### config.mk
export PLATFORM = sky130hd
export DESIGN_NAME = spm_sequencer
export DESIGN_NICKNAME = d
export VERILOG_FILES = /design/src/rtl/spm_pkg.sv /design/src/rtl/spm.sv /design/src/rtl/spm_sequencer.sv
export SDC_FILE = /design/constraint.sdc
export NUM_CORES = 1
export LEC_CHECK = 0
export CORE_UTILIZATION = 58
export DETAILED_ROUTE_END_ITERATION = 8
export PLACE_DENSITY_LB_ADDON = 0.2
export SKIP_LAST_GASP = 1
export SLEW_MARGIN = 0
export SYNTH_ARGS = -nofsm -noshare
export SYNTH_HDL_FRONTEND = slang
export SYNTH_SLANG_ARGS = --single-unit
### constraint.sdc
create_clock -name clk -period 7.36 [get_ports clk]
set_input_delay 0.736 -clock clk [delete_from_list [all_inputs] [get_ports clk]]
set_output_delay 0.736 -clock clk [all_outputs]
set_load 0.01 [all_outputs]
### src/rtl/spm_pkg.sv
// Shared definitions for the serial-parallel multiplier and its sequencer.
package spm_pkg;

  localparam int SPM_N     = 8;   // operand width, fixed to the SPM width
  localparam int SPM_PW    = 16;  // product width = 2*N
  localparam int SPM_CNT_W = 5;   // holds 0..2N

  // Raw 2-bit state codes, shared with anything that decodes sequencer state.
  localparam logic [1:0] ST_IDLE  = 2'd0;
  localparam logic [1:0] ST_CLEAR = 2'd1;
  localparam logic [1:0] ST_RUN   = 2'd2;
  localparam logic [1:0] ST_DONE  = 2'd3;

  typedef enum logic [1:0] {
    S_IDLE  = ST_IDLE,
    S_CLEAR = ST_CLEAR,
    S_RUN   = ST_RUN,
    S_DONE  = ST_DONE
  } state_e;

  // Last RUN count: 2N multiplier bits plus one flush cycle for the SPM latency.
  localparam logic [SPM_CNT_W-1:0] RUN_LAST = SPM_CNT_W'(2 * SPM_N);

  // Sign-extend an operand to product width.
  function automatic logic [SPM_PW-1:0] sext_op(input logic [SPM_N-1:0] v);
    return {{(SPM_PW - SPM_N){v[SPM_N-1]}}, v};
  endfunction

endpackage

### src/rtl/spm.sv
// Serial-parallel multiplier: x is presented in parallel, y arrives one bit per
// cycle LSB-first, and product bits leave on p one cycle after the matching y bit.
// Only the sign of x is handled here; y must already be sign-extended by the caller.
module spm
  import spm_pkg::*;
(
  input  logic             clk,
  input  logic             rst,
  input  logic             clr,
  input  logic [SPM_N-1:0] x,
  input  logic             y,
  output logic             p
);

  // Two guard bits keep acc + x in range: acc stays within one x magnitude.
  localparam int AW = SPM_N + 2;

  logic [AW-1:0] acc_q, acc_d;
  logic          p_q, p_d;
  logic [AW-1:0] x_ext;
  logic [AW-1:0] sum;

  assign x_ext = {{(AW - SPM_N){x[SPM_N-1]}}, x};
  assign p     = p_q;

  // Add the gated partial product, emit the LSB, arithmetic-shift the rest down.
  always_comb begin
    sum   = acc_q + (y ? x_ext : '0);
    acc_d = {sum[AW-1], sum[AW-1:1]};
    p_d   = sum[0];
    if (clr) begin
      acc_d = '0;
      p_d   = 1'b0;
    end
  end

  // Accumulator and registered output bit.
  always_ff @(posedge clk or posedge rst) begin
    if (rst) begin
      acc_q <= '0;
      p_q   <= 1'b0;
    end else begin
      acc_q <= acc_d;
      p_q   <= p_d;
    end
  end

endmodule

### src/rtl/spm_sequencer.sv
// Sequences one signed 8x8 -> 16-bit multiply through the SPM.
// Handshakes: a transfer happens on a rising edge where valid and ready are both
// high; valid, once raised by a producer, is held with stable data until that edge.
module spm_sequencer
  import spm_pkg::*;
(
  input  logic              clk,
  input  logic              rst,
  input  logic              in_valid,
  output logic              in_ready,
  input  logic [SPM_N-1:0]  a,
  input  logic [SPM_N-1:0]  b,
  input  logic              abort,
  output logic              out_valid,
  input  logic              out_ready,
  output logic [SPM_PW-1:0] product,
  output logic              busy
);

  state_e                 state_q, state_d;
  logic [SPM_CNT_W-1:0]   cnt_q, cnt_d;
  logic [SPM_N-1:0]       a_q, a_d;
  logic [SPM_PW-1:0]      b_q, b_d;
  logic [SPM_PW-1:0]      prod_q, prod_d;
  logic                   spm_clr;
  logic                   y_bit;
  logic                   spm_p;

  // The SPM sees rst directly so a reset mid-operation wipes its partial sums too.
  spm u_spm (
    .clk (clk),
    .rst (rst),
    .clr (spm_clr),
    .x   (a_q),
    .y   (y_bit),
    .p   (spm_p)
  );

  // Next-state, datapath updates and SPM drive.
  always_comb begin
    state_d = state_q;
    cnt_d   = cnt_q;
    a_d     = a_q;
    b_d     = b_q;
    prod_d  = prod_q;
    spm_clr = 1'b0;
    y_bit   = 1'b0;
    case (state_q)
      S_IDLE: begin
        if (in_valid) begin
          a_d     = a;
          b_d     = sext_op(b);
          state_d = S_CLEAR;
        end
      end
      S_CLEAR: begin
        spm_clr = 1'b1;
        cnt_d   = '0;
        prod_d  = '0;
        state_d = abort ? S_IDLE : S_RUN;
      end
      S_RUN: begin
        // cnt=16 feeds a zero so the final product bit can drain out of the SPM.
        y_bit = (cnt_q < RUN_LAST) ? b_q[cnt_q[3:0]] : 1'b0;
        // p lags y by one cycle, so the bit seen at cnt=0 is not part of the product.
        if (cnt_q != '0) begin
          prod_d = {spm_p, prod_q[SPM_PW-1:1]};
        end
        cnt_d = cnt_q + 1'b1;
        if (cnt_q == RUN_LAST) begin
          state_d = S_DONE;
        end
        if (abort) begin
          state_d = S_IDLE;
          cnt_d   = '0;
          prod_d  = '0;
        end
      end
      S_DONE: begin
        if (out_ready) begin
          state_d = S_IDLE;
        end
      end
      default: begin
        state_d = S_IDLE;
      end
    endcase
  end

  // State and datapath registers.
  always_ff @(posedge clk or posedge rst) begin
    if (rst) begin
      state_q <= S_IDLE;
      cnt_q   <= '0;
      a_q     <= '0;
      b_q     <= '0;
      prod_q  <= '0;
    end else begin
      state_q <= state_d;
      cnt_q   <= cnt_d;
      a_q     <= a_d;
      b_q     <= b_d;
      prod_q  <= prod_d;
    end
  end

  // in_ready is masked by rst so nothing is offered while reset is held.
  assign in_ready  = (state_q == S_IDLE) && !rst;
  assign out_valid = (state_q == S_DONE);
  assign busy      = (state_q == S_CLEAR) || (state_q == S_RUN);
  assign product   = out_valid ? prod_q : '0;

endmodule

# Word-level counts from Yosys, hierarchy flattened
# Index checks and enable logic that the tools add are counted.
[op_classes]
n_eq_ne = 8
add_sub_neg = 2
mux = 20
order_cmp = 2
reduce_logical = 9
[op_table]
columns = ["cell", "n"]
rows = [
  ["2-to-1 mux 16 bit", 3],
  ["case mux 16 bit (2 select lines)", 1],
  ["2-to-1 mux 10 bit", 2],
  ["adder 10 bit", 1],
  ["2-to-1 mux 2 bit", 5],
  ["case mux 5 bit (2 select lines)", 1],
  ["case mux 2 bit (4 select lines)", 1],
  ["inequality test 3 bit, second input constant", 2],
  ["adder 5 x 1 -> 5 bit, second input constant", 1],
  ["== test 5 bit, second input constant", 1],
  ["less-than comparator 4 x 5 -> 1 bit, second input constant", 1],
  ["less-than comparator 5 bit, second input constant", 1],
  ["2-to-1 mux 1 bit", 5],
  ["2-to-1 mux 5 bit", 1],
  ["nonzero test 5 bit", 1],
  ["binary-select mux 1 bit (select 4 bit)", 1],
  ["== test 2 bit, second input constant", 2],
  ["AND reduction 2 bit", 2],
  ["AND reduction 3 bit", 1],
  ["== test 2 x 1 -> 1 bit, second input constant", 1],
  ["logical NOT 2 bit", 1],
  ["inequality test 2 x 1 -> 1 bit, second input constant", 1],
  ["inequality test 2 bit, second input constant", 1],
  ["nonzero test 2 bit", 1],
  ["other kinds (3)", 3],
]
[word_totals]
regBits = 50
in_bits = 21
wordCells = 48

# Depth between registers and ports, before layout
[depth]
ltp_word = 7
mapped_depth = 12
depth_no_buf = 12

# Hierarchy
# From an unflattened synthesis, not the netlist that was laid out.
[hier_totals]
hier_cells = 254
hier_area_um2 = 2748.9
[modules_own_cells]
columns = ["module", "area_each_um2", "cells_per_inst", "instances"]
rows = [
  ["spm_sequencer", 1974.4, 171, 1],
  ["spm", 774.5, 83, 1],
]

# Worst setup path after synthesis
# OpenSTA, ideal clock, no wires.
[synth_path]
path_kind = "reg-to-reg"
from = "reg state_q[0]"
to = "reg u_spm.acc_q[7]"
path_slack_ps = 4456
stages_incl_launch_ff = 13
n_path_buf = 0
required_time_ps = 7235
setup_time_ps = 125
arrival_ps = 2780
cell_sequence = "dfrtp_1 inv_1 ha_1 or2b_1 a2111oi_4 and2_1 ha_1 inv_1 fa_1 nor2b_1 o31a_1 o22ai_1 mux2_2"
[synth_between]
elab_chain_len = 5
word_cells_on_any_way = 7
[synth_lines]
columns = ["item", "line_no", "rtl"]
rows = [
  ["start: declaration", "spm_sequencer.sv:20", "state_e state_q, state_d;"],
  ["start signal: assignment", "spm_sequencer.sv:99", "state_q <= state_d;"],
  ["== test 2 bit", "spm_sequencer.sv:48", "case (state_q)"],
  ["2-to-1 mux 1 bit", "spm_sequencer.sv:48", ""],
  ["2-to-1 mux 10 bit", "spm.sv:28", "sum = acc_q + (y ? x_ext : '0);"],
  ["adder 10 bit", "spm.sv:28", ""],
  ["2-to-1 mux 10 bit (*)", "spm.sv:31", "if (clr) begin"],
  ["via u_spm.acc_d[7]", "spm.sv:18", "logic [AW-1:0] acc_q, acc_d;"],
  ["end signal: assignment", "spm.sv:40", "acc_q <= '0;"],
  ["end signal: assignment", "spm.sv:43", "acc_q <= acc_d;"],
  ["end: declaration", "spm.sv:18", ""],
]
# Mark *: on every way through the listed nets, which the timed path passes. The rest lies on a longest branch.
# A chain may end at the register's enable or synchronous reset.

# Final worst setup path
# Ends and elaborated chain as after synthesis.

==> impl_metrics.json <==
{
  "synth_nets": 298,
  "track_usage_pct": 22.7,
  "drt_iter0_markers": 192,
  "dieArea_mm2": 0.00480,
  "path_cells": "inv_1, ha_1, or2b_1, a2111oi_4, and2_1, ha_1, inv_1, fa_1, nor2b_1, o31a_1, o22ai_1, mux2_2",
  "area_growth_pct": 19.6,
  "final_nets": 336,
  "synth_seq_cells": 49,
  "cp_slowest_cell": "a2111oi_4",
  "critPathLaunchType": "flip-flop",
  "max_stage_delay_ns": 0.54,
  "hpwl_mm": 3.44,
  "grt_max_degree": 50,
  "status": "complete, no violations",
  "yosysTopAreaCell": "dfrtp_1",
  "drt_wl_total_mm": 4.77,
  "hold_violations": 0,
  "start_util_pct": 60.3,
  "power.density_mw_per_mm2": 259,
  "clock_latency_ns": 0.31,
  "antenna_found_initial": 0,
  "synth-simple-area-share_pct": 20.1,
  "wl_per_cell_um": 13.6,
  "ctsHtreeMaxLevel": 2,
  "async_flop_share_pct": 100,
  "cts_setup_buffers": 0,
  "dr.max_layer_used": "met4",
  "rsz0062_at_grt": "false",
  "leakage_uw": 0.00138,
  "pin_count": 40,
  "synthFlopType": "dfrtp_1",
  "syn_inst": 260,
  "min_period_over_period_pct": 45.0,
  "syn_avg_cell_area_um2": 10.1,
  "numCtsBuffers": 5,
  "cts_resized": 0,
  "wl_met2_mm": 2.21,
  "yosysSeqAreaShare_pct": 46.7,
  "grt_pass1_vias": 1839,
  "peakVddDrop_mv": 0.184,
  "synth_cell_types": 39,
  "synthAdderAreaFrac_pct": 8.39,
  "syn_area_mm2": 0.00262,
  "fin_skew_ns": 0.0137,
  "nFillCells": 342,
  "gp_congestion": 0.776,
  "final_cell_mix": "49 x dfrtp_1, 42 x nand2_1, 39 x clkdlybuf4s50_1",
  "yosysWarnings": 0,
  "cts_hold_buf": 0,
  "drc": 0,
  "setup_viol": 0,
  "via_per_inst": 5.52,
  "grt_pass1_wl_mm": 8.71,
  "regArea_mm2": 0.00123,
  "die_h_um": 69.3,
  "die_width_um": 69.3,
  "clock_path_buffers": 2,
  "tns_ns": 0,
  "cts_tree": "yes",
  "synth_top_family_by_area": "simple AND/OR/NAND/NOR gates",
  "synthXorXnorAreaFrac_pct": 0.334,
  "synthMuxAreaShare_pct": 9.97,
  "dr.pass1.iters": 4,
  "layout_commonest_cell": "dfrtp_1",
  "setup.worst_path.end_class": "flip-flop",
  "cts_root_buffer": "clkbuf_8",
  "drt-met1-wl_mm": 2.28,
  "required_ns": 7.55,
  "clk_pin_slew_ns": 0.10,
  "multi_input_area_mm2": 0.00133,
  "setup_ws_ns": 4.05,
  "synth_edf_count": 0,
  "pre_cts_ws_ns": 4.04,
  "final_util_pct": 72.1,
  "netlist_top_cells_area": "dfrtp_1 47%, mux2_2 7.7%, ha_1 7.6%, nand2_1 6.0%, and2_1 5.7%",
  "dr_wl_met3_um": 189,
  "placementRows": 24,
  "drive_gt1_share_pct": 11.4,
  "cts_sinks": 49,
  "crit_type": "reg2reg",
  "critPathArrivalTime_ns": 3.50,
  "portBuffers": 39,
  "cp_max_fo": 9,
  "slew_viol_final": 0,
  "ant_nets": 0,
  "antenna_cells_inserted": 0,
  "maxCapViolations": 0,
  "vias": 1936,
  "worstHoldPathType": "reg2reg",
  "synth_compound_area_share_pct": 11.8,
  "max_freq_mhz": 302,
  "yosys.area.top_type_share_pct": 46.7,
  "overflow": 0,
  "core_area_mm2": 0.00435,
  "period_minus_slack_ns": 3.31,
  "relSlewSlack_pct": 33.5,
  "worst_pin_slew_ns": 0.997
}
[critical path, delay by kind of cell (launching register included)]
kind	cells	cell delay (ns)
AOI/OAI and AO/OA	3	0.85
adders and majority gates	3	0.78
buffers and inverters	2	0.20
DFF	1	0.41
muxes	1	0.27
and+or+nand+nor	3	0.69
[report_power, final]
| group | switching [uW] | internal [uW] |
|---|---|---|
| Sequential | 35.5 | 333 |
| Clock | 90.7 | 65.7 |
| Combinational | 155 | 133 |
[layer usage]
layer  GRT usage (%)  up-vias
met1            31.6      906
met3            4.80       12
met5               0        -
met4            8.39        0
li1                -      964
met2            35.2       54
[kinds of logic (layout without fill, tap and decap cells)]
logic type | after synthesis | in the layout
xor+xnor | 1 | 1
buf+inv | 19 | 58
simple gates | 105 | 105
mux | 21 | 21
compound gates | 48 | 48
flops | 49 | 49
fa+ha+maj | 17 | 17
[final timing paths]
check / from / endpoint / slack, ns / cells past startpoint
min in group asynchronous: rst / prod_q[9] / 1.01 / 2
min: prod_q[0] / prod_q[0] / 0.49 / 2
min reg2reg: prod_q[0] / prod_q[0] / 0.49 / 2
max: state_q[0] / u_spm.acc_q[7] / 4.05 / 12
max reg2reg: state_q[0] / u_spm.acc_q[7] / 4.05 / 12
max in group asynchronous: rst / b_q[7] / 5.72 / 2
[per-stage QoR]
step                      cell area (um2)  hold WS (ns)  cells  total power (uW)
final                                3140         0.488    351               814
after global routing                 3140         0.524    351               875
after CTS                            3140         0.490    351               822
after detailed placement             3050         0.468    343               665
after global placement               3050         0.457    343               651
after floorplan                      2620         0.442    260               587
[state kept, by name, summed over array words and instances (netlist names)]
name	flops
cnt_q	5
a_q	8
u_spm.p	1
prod_q	16
u_spm.acc_q	9
state_q	2
b_q	8
[layout make-up]
| class | count | area share (%) |
|---|---|---|
| multi-input combinational | 192 | 42.2 |
| sequential | 49 | 39.1 |
| timing repair buffer | 40 | 12.7 |
| clock buffer | 5 | 2.19 |
| tap | 52 | 2.07 |
| inverter | 10 | 1.20 |
| clock inverter | 3 | 0.558 |
[synthesized netlist by cell type (all sizes together), types with 3 or more instances]
master / n
o21ai: 25
nand2b: 3
inv: 10
mux2: 18
a21oi: 5
clkbuf: 9
nand3: 8
and2: 24
nor2b: 6
nand2: 42
ha: 16
nor3: 5
dfrtp: 49
a21o: 3
nor2: 9
Note: power is estimated with default switching activity, not from simulation.
